$ cat config.mk
export PLATFORM = sky130hd
export DESIGN_NAME = dispatch_arbiter
export DESIGN_NICKNAME = d
export VERILOG_FILES = /design/src/rtl/dispatch_arbiter_pkg.sv /design/src/rtl/dispatch_arbiter_rr.sv /design/src/rtl/dispatch_arbiter.sv
export SDC_FILE = /design/constraint.sdc
export NUM_CORES = 1
export LEC_CHECK = 0
export ABC_AREA = 0
export CAP_MARGIN = 20
export CORE_MARGIN = 2
export CORE_UTILIZATION = 35
export CTS_BUF_LIST = sky130_fd_sc_hd__clkbuf_8
export DETAILED_ROUTE_END_ITERATION = 12
export PLACE_DENSITY_LB_ADDON = 0.15
export SYNTH_ARGS = -nofsm -noshare
export SYNTH_HDL_FRONTEND = slang
export SYNTH_SLANG_ARGS = --single-unit
$ cat constraint.sdc
create_clock -name clock_i -period 2.9 [get_ports clock_i]
set_input_delay 0.58 -clock clock_i [delete_from_list [all_inputs] [get_ports clock_i]]
set_output_delay 0.58 -clock clock_i [all_outputs]
set_load 0.01 [all_outputs]
$ cat src/rtl/dispatch_arbiter_pkg.sv
// rtl/dispatch_arbiter_pkg.sv - shared unit codes, payload layout and entry type for the dispatch arbiter
package dispatch_arbiter_pkg;

  localparam int FU_W  = 3;
  localparam int XOP_W = 10;
  localparam int REG_W = 5;

  typedef enum logic [FU_W-1:0] {
    FU_FX     = 3'd0,
    FU_FP     = 3'd1,
    FU_LDST   = 3'd2,
    FU_BRANCH = 3'd3,
    FU_TRAP   = 3'd4
  } fu_e;

  function automatic int payload_width(int fuw, int xopw, int regw);
    return fuw + xopw + 3 * regw + 2;
  endfunction

  localparam int PW = payload_width(FU_W, XOP_W, REG_W);

  // Field LSB offsets inside the packed payload {fu, xop, r1, r2, r3, bit1, bit2}
  localparam int BIT2_LSB = 0;
  localparam int BIT1_LSB = 1;
  localparam int R3_LSB   = 2;
  localparam int R2_LSB   = R3_LSB + REG_W;
  localparam int R1_LSB   = R2_LSB + REG_W;
  localparam int XOP_LSB  = R1_LSB + REG_W;
  localparam int FU_LSB   = XOP_LSB + XOP_W;

  typedef struct packed {
    fu_e              fu;
    logic [XOP_W-1:0] xop;
    logic [REG_W-1:0] r1;
    logic [REG_W-1:0] r2;
    logic [REG_W-1:0] r3;
    logic             bit1;
    logic             bit2;
  } dispatch_entry_t;

endpackage

$ cat src/rtl/dispatch_arbiter_rr.sv
// rtl/dispatch_arbiter_rr.sv - round-robin grant search starting at a rotating pointer
module rr_arbiter #(
  parameter int NUM_REQ = 4
) (
  input  logic [NUM_REQ-1:0]         req_i,
  input  logic [$clog2(NUM_REQ)-1:0] ptr_i,
  output logic [NUM_REQ-1:0]         grant_o,
  output logic [$clog2(NUM_REQ)-1:0] grant_idx_o,
  output logic                       grant_any_o
);

  localparam int SW = $clog2(NUM_REQ);

  logic [SW-1:0] idx;
  logic          found;

  // NUM_REQ is a power of two, so the pointer sum wraps modulo NUM_REQ for free
  always_comb begin
    grant_o     = '0;
    grant_idx_o = '0;
    found       = 1'b0;
    idx         = '0;
    for (int i = 0; i < NUM_REQ; i++) begin
      idx = ptr_i + SW'(i);
      if (!found && req_i[idx]) begin
        found       = 1'b1;
        grant_idx_o = idx;
      end
    end
    if (found) grant_o[grant_idx_o] = 1'b1;
    grant_any_o = found;
  end

endmodule

$ cat src/rtl/dispatch_arbiter.sv
// rtl/dispatch_arbiter.sv - per-lane pending slots, round-robin selection and show-ahead dispatch FIFO
module dispatch_arbiter
  import dispatch_arbiter_pkg::*;
#(
  parameter int NUM_REQ = 4,
  parameter int QDEPTH  = 4,
  parameter int XOPW    = XOP_W,
  parameter int REGW    = REG_W,
  parameter int FUW     = FU_W,
  parameter int PW      = payload_width(FUW, XOPW, REGW)
) (
  input  logic                       clock_i,
  input  logic                       resetn_i,
  input  logic [NUM_REQ-1:0]         req_valid_i,
  input  logic [NUM_REQ*PW-1:0]      req_payload_i,
  output logic                       stall_o,
  output logic                       disp_valid_o,
  input  logic                       disp_ready_i,
  output logic [PW-1:0]              disp_payload_o,
  output logic [$clog2(NUM_REQ)-1:0] disp_src_o,
  output logic                       overflow_o
);

  localparam int SW = $clog2(NUM_REQ);
  localparam int QW = $clog2(QDEPTH);

  if (FUW < 3) begin : g_fuw_check
    $error("FUW must be at least 3 to encode the TRAP unit");
  end

  logic [NUM_REQ-1:0] slot_valid_q, slot_valid_d;
  logic [PW-1:0]      slot_payload_q [NUM_REQ];
  logic [PW-1:0]      fifo_payload_q [QDEPTH];
  logic [SW-1:0]      fifo_src_q     [QDEPTH];
  logic [QW-1:0]      wr_ptr_q, wr_ptr_d, rd_ptr_q, rd_ptr_d;
  logic [QW:0]        count_q, count_d;
  logic [SW-1:0]      rr_ptr_q, rr_ptr_d;
  logic               overflow_q, overflow_d;

  logic [NUM_REQ-1:0] arb_req, grant, load;
  logic [SW-1:0]      grant_idx;
  logic               grant_any, push_ok, pop;

  assign disp_valid_o = (count_q != '0);
  assign pop          = disp_valid_o && disp_ready_i;
  assign push_ok      = (count_q < (QW+1)'(QDEPTH)) || pop;
  assign arb_req      = slot_valid_q & {NUM_REQ{push_ok}};

  rr_arbiter #(.NUM_REQ(NUM_REQ)) u_rr (
    .req_i       (arb_req),
    .ptr_i       (rr_ptr_q),
    .grant_o     (grant),
    .grant_idx_o (grant_idx),
    .grant_any_o (grant_any)
  );

  // A slot granted this cycle frees in time to accept a new request at the same edge
  assign load = req_valid_i & (~slot_valid_q | grant);

  always_comb begin
    slot_valid_d = (slot_valid_q & ~grant) | load;
    overflow_d   = overflow_q | (|(req_valid_i & ~load));
    wr_ptr_d     = grant_any ? wr_ptr_q + QW'(1) : wr_ptr_q;
    rd_ptr_d     = pop ? rd_ptr_q + QW'(1) : rd_ptr_q;
    rr_ptr_d     = grant_any ? grant_idx + SW'(1) : rr_ptr_q;
    count_d      = count_q;
    case ({grant_any, pop})
      2'b10:   count_d = count_q + (QW+1)'(1);
      2'b01:   count_d = count_q - (QW+1)'(1);
      default: count_d = count_q;
    endcase
  end

  always_ff @(posedge clock_i or negedge resetn_i) begin
    if (!resetn_i) begin
      slot_valid_q <= '0;
      wr_ptr_q     <= '0;
      rd_ptr_q     <= '0;
      count_q      <= '0;
      rr_ptr_q     <= '0;
      overflow_q   <= 1'b0;
    end else begin
      slot_valid_q <= slot_valid_d;
      wr_ptr_q     <= wr_ptr_d;
      rd_ptr_q     <= rd_ptr_d;
      count_q      <= count_d;
      rr_ptr_q     <= rr_ptr_d;
      overflow_q   <= overflow_d;
    end
  end

  // Data storage is qualified by the valid state above, so it needs no reset
  always_ff @(posedge clock_i) begin
    for (int k = 0; k < NUM_REQ; k++) begin
      if (load[k]) slot_payload_q[k] <= req_payload_i[k*PW +: PW];
    end
    if (grant_any) begin
      fifo_payload_q[wr_ptr_q] <= slot_payload_q[grant_idx];
      fifo_src_q[wr_ptr_q]     <= grant_idx;
    end
  end

  assign disp_payload_o = disp_valid_o ? fifo_payload_q[rd_ptr_q] : '0;
  assign disp_src_o     = disp_valid_o ? fifo_src_q[rd_ptr_q] : '0;
  assign stall_o        = (|slot_valid_q) || (count_q >= (QW+1)'(QDEPTH - 1));
  assign overflow_o     = overflow_q;

endmodule

==> results.cfg, run 1 <==
[status]
status = completed

[floorplan]
io_pins = 162
start_util_pct = 35.5
rows = 62
core_sq_um = 28600
die-area_sq_um = 30400
die_x_microns = 174
die_height_microns = 174

[route]
vias = 5908
dr.first_iter.drc_count = 462
routed_wl_microns = 23600
post_drt_wl_per_cell_microns = 19.3
viasPerCell = 4.83
first_pass_iters = 5
drc = 0
postRouteAntennaNets = 0

[final_layout]
area_growth_pct = 31.4
diodes = 0
stdcell_area_sq_um = 13400
drive_gt1_share_pct = 16.7
num-nets-final = 947

[timing]
setup_viol = 0
period_minus_slack_ps = 2780
worstMarginPinSlew_ps = 723
fmaxAchievable_ghz = 0.359
fin_skew_ps = 17.3
fin_crit_sh_pct = 96.0
slew_headroom_pct = 51.6
finalHoldViolCount = 0
slew_viol_final = 0
setup_tns_ps = 0
rsz0062_at_grt = false

[clocking]
clk_pin_slew_worst_paths_ps = 60
cts_max_path_buffers = 3
cts_made_buffers = 41
root_buffer = clkbuf_8
htreeDepth = 2
cts_tree = built
worstSkewPairLatency_ps = 540
cts.sinks = 262
hold_buffers = 0

[placement]
io_buffer_count = 161
place_area_sq_um = 12500
gp_congestion = 0.779
hpwl_microns = 16400

[synthesis]
synth_xor_xnor_area_share_pct = 0.517
synth_largest_area_cell = edfxtp_1
synthFlopType = edfxtp_1
synth_edf_count = 248
yosys.area_share.simple_pct = 7.45
synthDistinctLibCells = 39
yosys-top-cells-area = edfxtp_1, mux4_2, nand2_1, dfrtp_1, a32oi_1
synth_top_family_by_area = simple AND/OR/NAND/NOR gates
netlist_instances = 594
syn_area_sq_um = 10200
ys_ff_latch = 262
syn-num-nets = 727
synth_warnings = 0
synth.area.mux_share_pct = 7.18
syn_avg_cell_area_sq_um = 17.1
seq_area_frac_synth_pct = 76.6
synth_top_area_share_pct = 73.2
async_flop_share_pct = 5.34
synthAdderAreaFrac_pct = 0.812
synth_compound_area_share_pct = 5.53

[power]
power_density_nw_per_um2 = 1270
leakagePower_nw = 4.76
vdd_ir_drop_max_v = 0.000622

[grt]
antenna_found_initial = 0
grt_pass1_wl_microns = 35600
track_usage_pct = 15.6
grt_max_degree = 45
grt.overflow.total = 0
grt_pass1_vias = 6154

[hold_path]
hold_class = primary input to asynchronous set/reset pin

[setup_path]
rr_worst_depth = 8
cp_max_fo = 5
cp.required_ps = 2320
worstSetupPathType = register to output port
critPathLaunchType = register
r2r-start = rr_ptr_q[1]$_DFFE_PN0P_
r2r_end = fifo_payload_q[1][16]$_DFFE_PP_
reg2reg_slack_ps = 520
crit_path_end_kind = output port
arrival_ps = 2200

[flow_run]
max-cap-violations = 0
-- timing repair --
action	CTS	global route
endpoints found under the setup margin	32	11
buffers inserted	4	6
cloned	0	1
resized for setup	27	18
endpoints found under the hold margin	0	0
-- cells in the mapped netlist (3+ instances only) --
library cell and n:
dfrtp_1 14, xnor2_1 3, buf_2 19, nor2b_1 3, and2_1 40, a21o_1 3
nand2_1 103, xor2_1 3, a21oi_1 34, inv_1 7, nor2_1 4, nand2b_1 6
clkbuf_1 9, o21ai_0 7, ha_1 5, mux4_2 32, a32oi_1 30, edfxtp_1 248
-- worst max-delay path, stage by stage (launching register included) --
cell and delay (ps):
dfrtp_2 420, buf_6 140, buf_12 120, mux4_2 500, and2_1 190, dlygate4sd2_1 290
-- cell type report --
class | instances | area, sq um
fillers | 2489 | 15300
flip-flops and latches | 262 | 7800
multi-input cells | 292 | 2220
repair buffers | 208 | 2120
clock buffers | 41 | 564
well taps | 384 | 480
clock inverters | 28 | 146
inverters | 9 | 33.8
-- metrics by stage --
step	util (%)	setup WS [ps]	instances	total power [mW]	hold slack (ps)
floorplan	-	511	594	11.1	284
global placement	43.8	228	1144	14.4	514
detailed placement	43.8	74.0	1144	14.6	536
CTS	46.3	-133	1217	17.2	468
global route	46.7	27.9	1224	18.1	496
finish	46.7	115	1224	17.0	478
-- registers in the layout, summed over array words and instances (netlist names) --
register / flops
count_q: 3
fifo_payload_q: 120
fifo_src_q: 8
overflow_o: 1
rd_ptr_q: 2
rr_ptr_q: 2
slot_payload_q: 120
slot_valid_q: 4
wr_ptr_q: 2
-- power by group --
part	internal [mW]	leakage, nW	total (mW)	switching (mW)
logic	3.07	1.90	7.18	4.11
registers	6.65	2.45	7.11	0.456
clock network	1.40	0.413	2.74	1.34
total	11.1	4.76	17.0	5.90
-- kinds of logic after synthesis --
group | after synthesis
AO/OA/AOI/OAI | 83
XOR/XNOR | 6
adder cells (fa/ha/maj) | 6
buffers and inverters | 40
flip-flops | 262
multiplexers | 33
AND/OR/NAND/NOR | 164
-- worst max path at each step --
stage / startpoint / endpoint / slack [ps] / cells after the start
after global routing: rd_ptr_q[0]$_DFFE_PN0P_ / disp_payload_o[26] / 30 / 6
after floorplan: rr_ptr_q[1]$_DFFE_PN0P_ / slot_payload_q[1][0]$_DFFE_PP_ / 510 / 7
after CTS: rd_ptr_q[0]$_DFFE_PN0P_ / disp_payload_o[26] / -130 / 4
final: rd_ptr_q[0]$_DFFE_PN0P_ / disp_payload_o[13] / 120 / 5
after global placement: disp_ready_i / fifo_payload_q[0][16]$_DFFE_PP_ / 230 / 8
after detailed placement: disp_ready_i / fifo_payload_q[1][16]$_DFFE_PP_ / 70 / 8
-- metal layers --
metal | track usage [%] | part of all wire (%) | vias to the layer above
met4 | 4.86 | 2.0 | 0
met5 | 0 | 0 | -
met1 | 21.3 | 44 | 2929
met2 | 25.1 | 48 | 221
met3 | 3.26 | 6.3 | 34
li1 | - | - | 2724
-- cells in the final DEF (no fill, tap or decap), types with 2 or more instances in the layout --
master / netlist / layout
xnor2_1: 3 / 3
buf_4: 2 / 32
dlymetal6s2s_1: 0 / 9
nor2_1: 4 / 4
buf_6: 1 / 2
inv_2: 2 / 2
a21o_1: 3 / 3
xor2_1: 3 / 3
and2_1: 40 / 34
clkinv_1: 0 / 8
edfxtp_1: 248 / 248
buf_12: 0 / 11
clkinvlp_4: 0 / 2
nand2_1: 103 / 103
a32oi_1: 30 / 30
a21oi_1: 34 / 34
dfrtp_1: 14 / 13
nand3_1: 2 / 2
o21ai_0: 7 / 7
nor2b_1: 3 / 3
inv_1: 7 / 23
clkdlybuf4s50_1: 0 / 129
and2_2: 0 / 6
clkbuf_8: 0 / 41
dlygate4sd2_1: 0 / 21
nand2b_1: 6 / 6
mux4_2: 32 / 32
ha_1: 5 / 5
No activity file was read; power rests on OpenSTA's default activity.
==> run 2: changes to the inputs <==
Settings changed: CTS_BUF_LIST sky130_fd_sc_hd__clkbuf_8 to sky130_fd_sc_hd__clkbuf_16.
==> run 2 against run 1 <==
Clock skew is 6.2 ps lower. Combinational power is 0.8% higher. Critical path depth stayed put. Via count is 1.1% lower. Core utilization is 0.31 points higher. Die area stayed put. Cell count is 1.6% lower. Sequential share of layout area is 0.39 points lower. Hold slack better by 23 ps. First-iteration DRC count is 3.0% higher. Routed wire length is 0.73% lower. Clock-buffer cell count is 16 lower. Largest cell class unchanged.
==> results.cfg, run 2 (synthesis gave the netlist of run 1 again) <==
[status]
status = completed

[timing]
slew_viol_final = 0
whs_ps = 501
worstMarginPinSlew_ps = 722
fin_skew_ps = 11.1
worst_slack_ps = 85.2
fin_crit_sh_pct = 97.1
rsz0062_at_grt = false
setup_viol = 0
finalHoldViolCount = 0
slew_headroom_pct = 51.7
period_minus_slack_ps = 2810
setup_tns_ps = 0
fmaxAchievable_ghz = 0.355

[setup_path]
path_buf_inv = 3
cp.required_ps = 2320
cp_max_fo = 6
crit_start = rd_ptr_q[0]$_DFFE_PN0P_
arrival_ps = 2230
cp-endpoint = disp_payload_o[13]
cp_common_cell = buf_12
max_stage_delay_ps = 510
cpLargestDelayFamily = buffers and inverters
r2r-start = rr_ptr_q[1]$_DFFE_PN0P_
r2r_end = fifo_payload_q[0][18]$_DFFE_PP_
slowest_stage = mux4_2
critPathLaunchType = register
reg2reg_slack_ps = 540
path_depth = 5
crit_path_end_kind = output port
rr_worst_depth = 6
worstSetupPathType = register to output port
worstPathCellList = buf_12 -> buf_12 -> mux4_2 -> and2_4 -> dlygate4sd2_1

[route]
highest_layer = met4
wl_met2_microns = 11300
dr.first_iter.drc_count = 476
vias = 5844
post_drt_wl_per_cell_microns = 19.5
routed_wl_microns = 23400
first_pass_iters = 5
postRouteAntennaNets = 0
viasPerCell = 4.85
drc = 0
wl_met3_microns = 1420
met1_length_microns = 10400

[grt]
grt_pass1_vias = 6087
antenna_found_initial = 0
grt_pass1_wl_microns = 35700
grt.overflow.total = 0
grt_max_degree = 45
track_usage_pct = 15.4

[clocking]
cts.sinks = 262
htreeDepth = 1
cts_tree = built
clk_pin_slew_worst_paths_ps = 60
worstSkewPairLatency_ps = 510
root_buffer = clkbuf_16
cts_max_path_buffers = 3
cts_made_buffers = 25

[final_layout]
fin_cells = 1204
layout_commonest_cell = edfxtp_1
diodes = 0
final_cell_mix = edfxtp_1, clkdlybuf4s50_1, nand2_1, buf_4, a21oi_1
area_growth_pct = 32.2
stdcell_area_sq_um = 13500
fin_util_pct = 47.0
biggestRegsByFlops = fifo_payload_q (120), slot_payload_q (120), fifo_src_q (8)
drive_gt1_share_pct = 15.6
num-nets-final = 935
fill_cells = 2467

[floorplan]
die_x_microns = 174
core_sq_um = 28600
die_height_microns = 174
start_util_pct = 35.5
die-area_sq_um = 30400
rows = 62
io_pins = 162

[placement]
io_buffer_count = 161
gp_congestion = 0.779
hpwl_microns = 16400
place_ws_ps = 74.0
placed_cells = 1144
place_area_sq_um = 12500

[hold_path]
hold_class = primary input to asynchronous set/reset pin

[power]
vdd_ir_drop_max_v = 0.000539
leakagePower_nw = 4.79
total_power_mw = 17.4
power_density_nw_per_um2 = 1290

[flow_run]
max-cap-violations = 0
-- run 2: cell count changes in the layout (fill, tap and decap cells not counted), sizes merged --
cell,delta
dlygate4sd2,-2
clkinv,+2
buf,+4
bufinv,+1
clkbuf,-17
inv,-9
clkinvlp,-2
dlymetal6s2s,+3
-- run 2: timing repair --
| item | 4_1_cts | 5_1_grt |
|---|---|---|
| resized for setup | 22 | 18 |
| endpoints found under the setup margin | 30 | 14 |
| hold buffers | 0 | 0 |
| buffers inserted | 4 | 11 |
-- run 2: worst min-delay path by stage --
stage | start | end | slack, ps | cells past startpoint
2_1_floorplan | resetn_i | count_q[0]$_DFFE_PN0P_ | 280 | 0
3_3_place_gp | overflow_o$_DFF_PN0_ | overflow_o$_DFF_PN0_ | 510 | 2
3_5_place_dp | count_q[2]$_DFFE_PN0P_ | count_q[2]$_DFFE_PN0P_ | 540 | 1
4_1_cts | resetn_i | overflow_o$_DFF_PN0_ | 510 | 1
5_1_grt | resetn_i | overflow_o$_DFF_PN0_ | 530 | 1
6_report | resetn_i | overflow_o$_DFF_PN0_ | 500 | 1
-- run 2: layout make-up --
cell class              count  area, sq um  share of cell area [%]
clock inverters            20          131                   0.977
well taps                 384          480                    3.57
inverters                   9         33.8                   0.251
flip-flops and latches    262         7800                    58.0
clock buffers              25          626                    4.65
repair buffers            212         2170                    16.1
multi-input cells         292         2220                    16.5
-- run 2: power breakdown --
part / internal [mW] / switching (mW) / leakage [nW]
Sequential: 6.65 / 0.464 / 2.45
Combinational: 3.13 / 4.11 / 1.94
Clock: 1.73 / 1.28 / 0.402
Total: 11.5 / 5.86 / 4.79
-- run 2: metal layers --
metal | vias to the layer above | global-route usage, %
met1 | 2933 | 21.6
met5 | - | 0
met4 | 0 | 3.47
met2 | 194 | 25.5
met3 | 23 | 2.52
li1 | 2694 | -
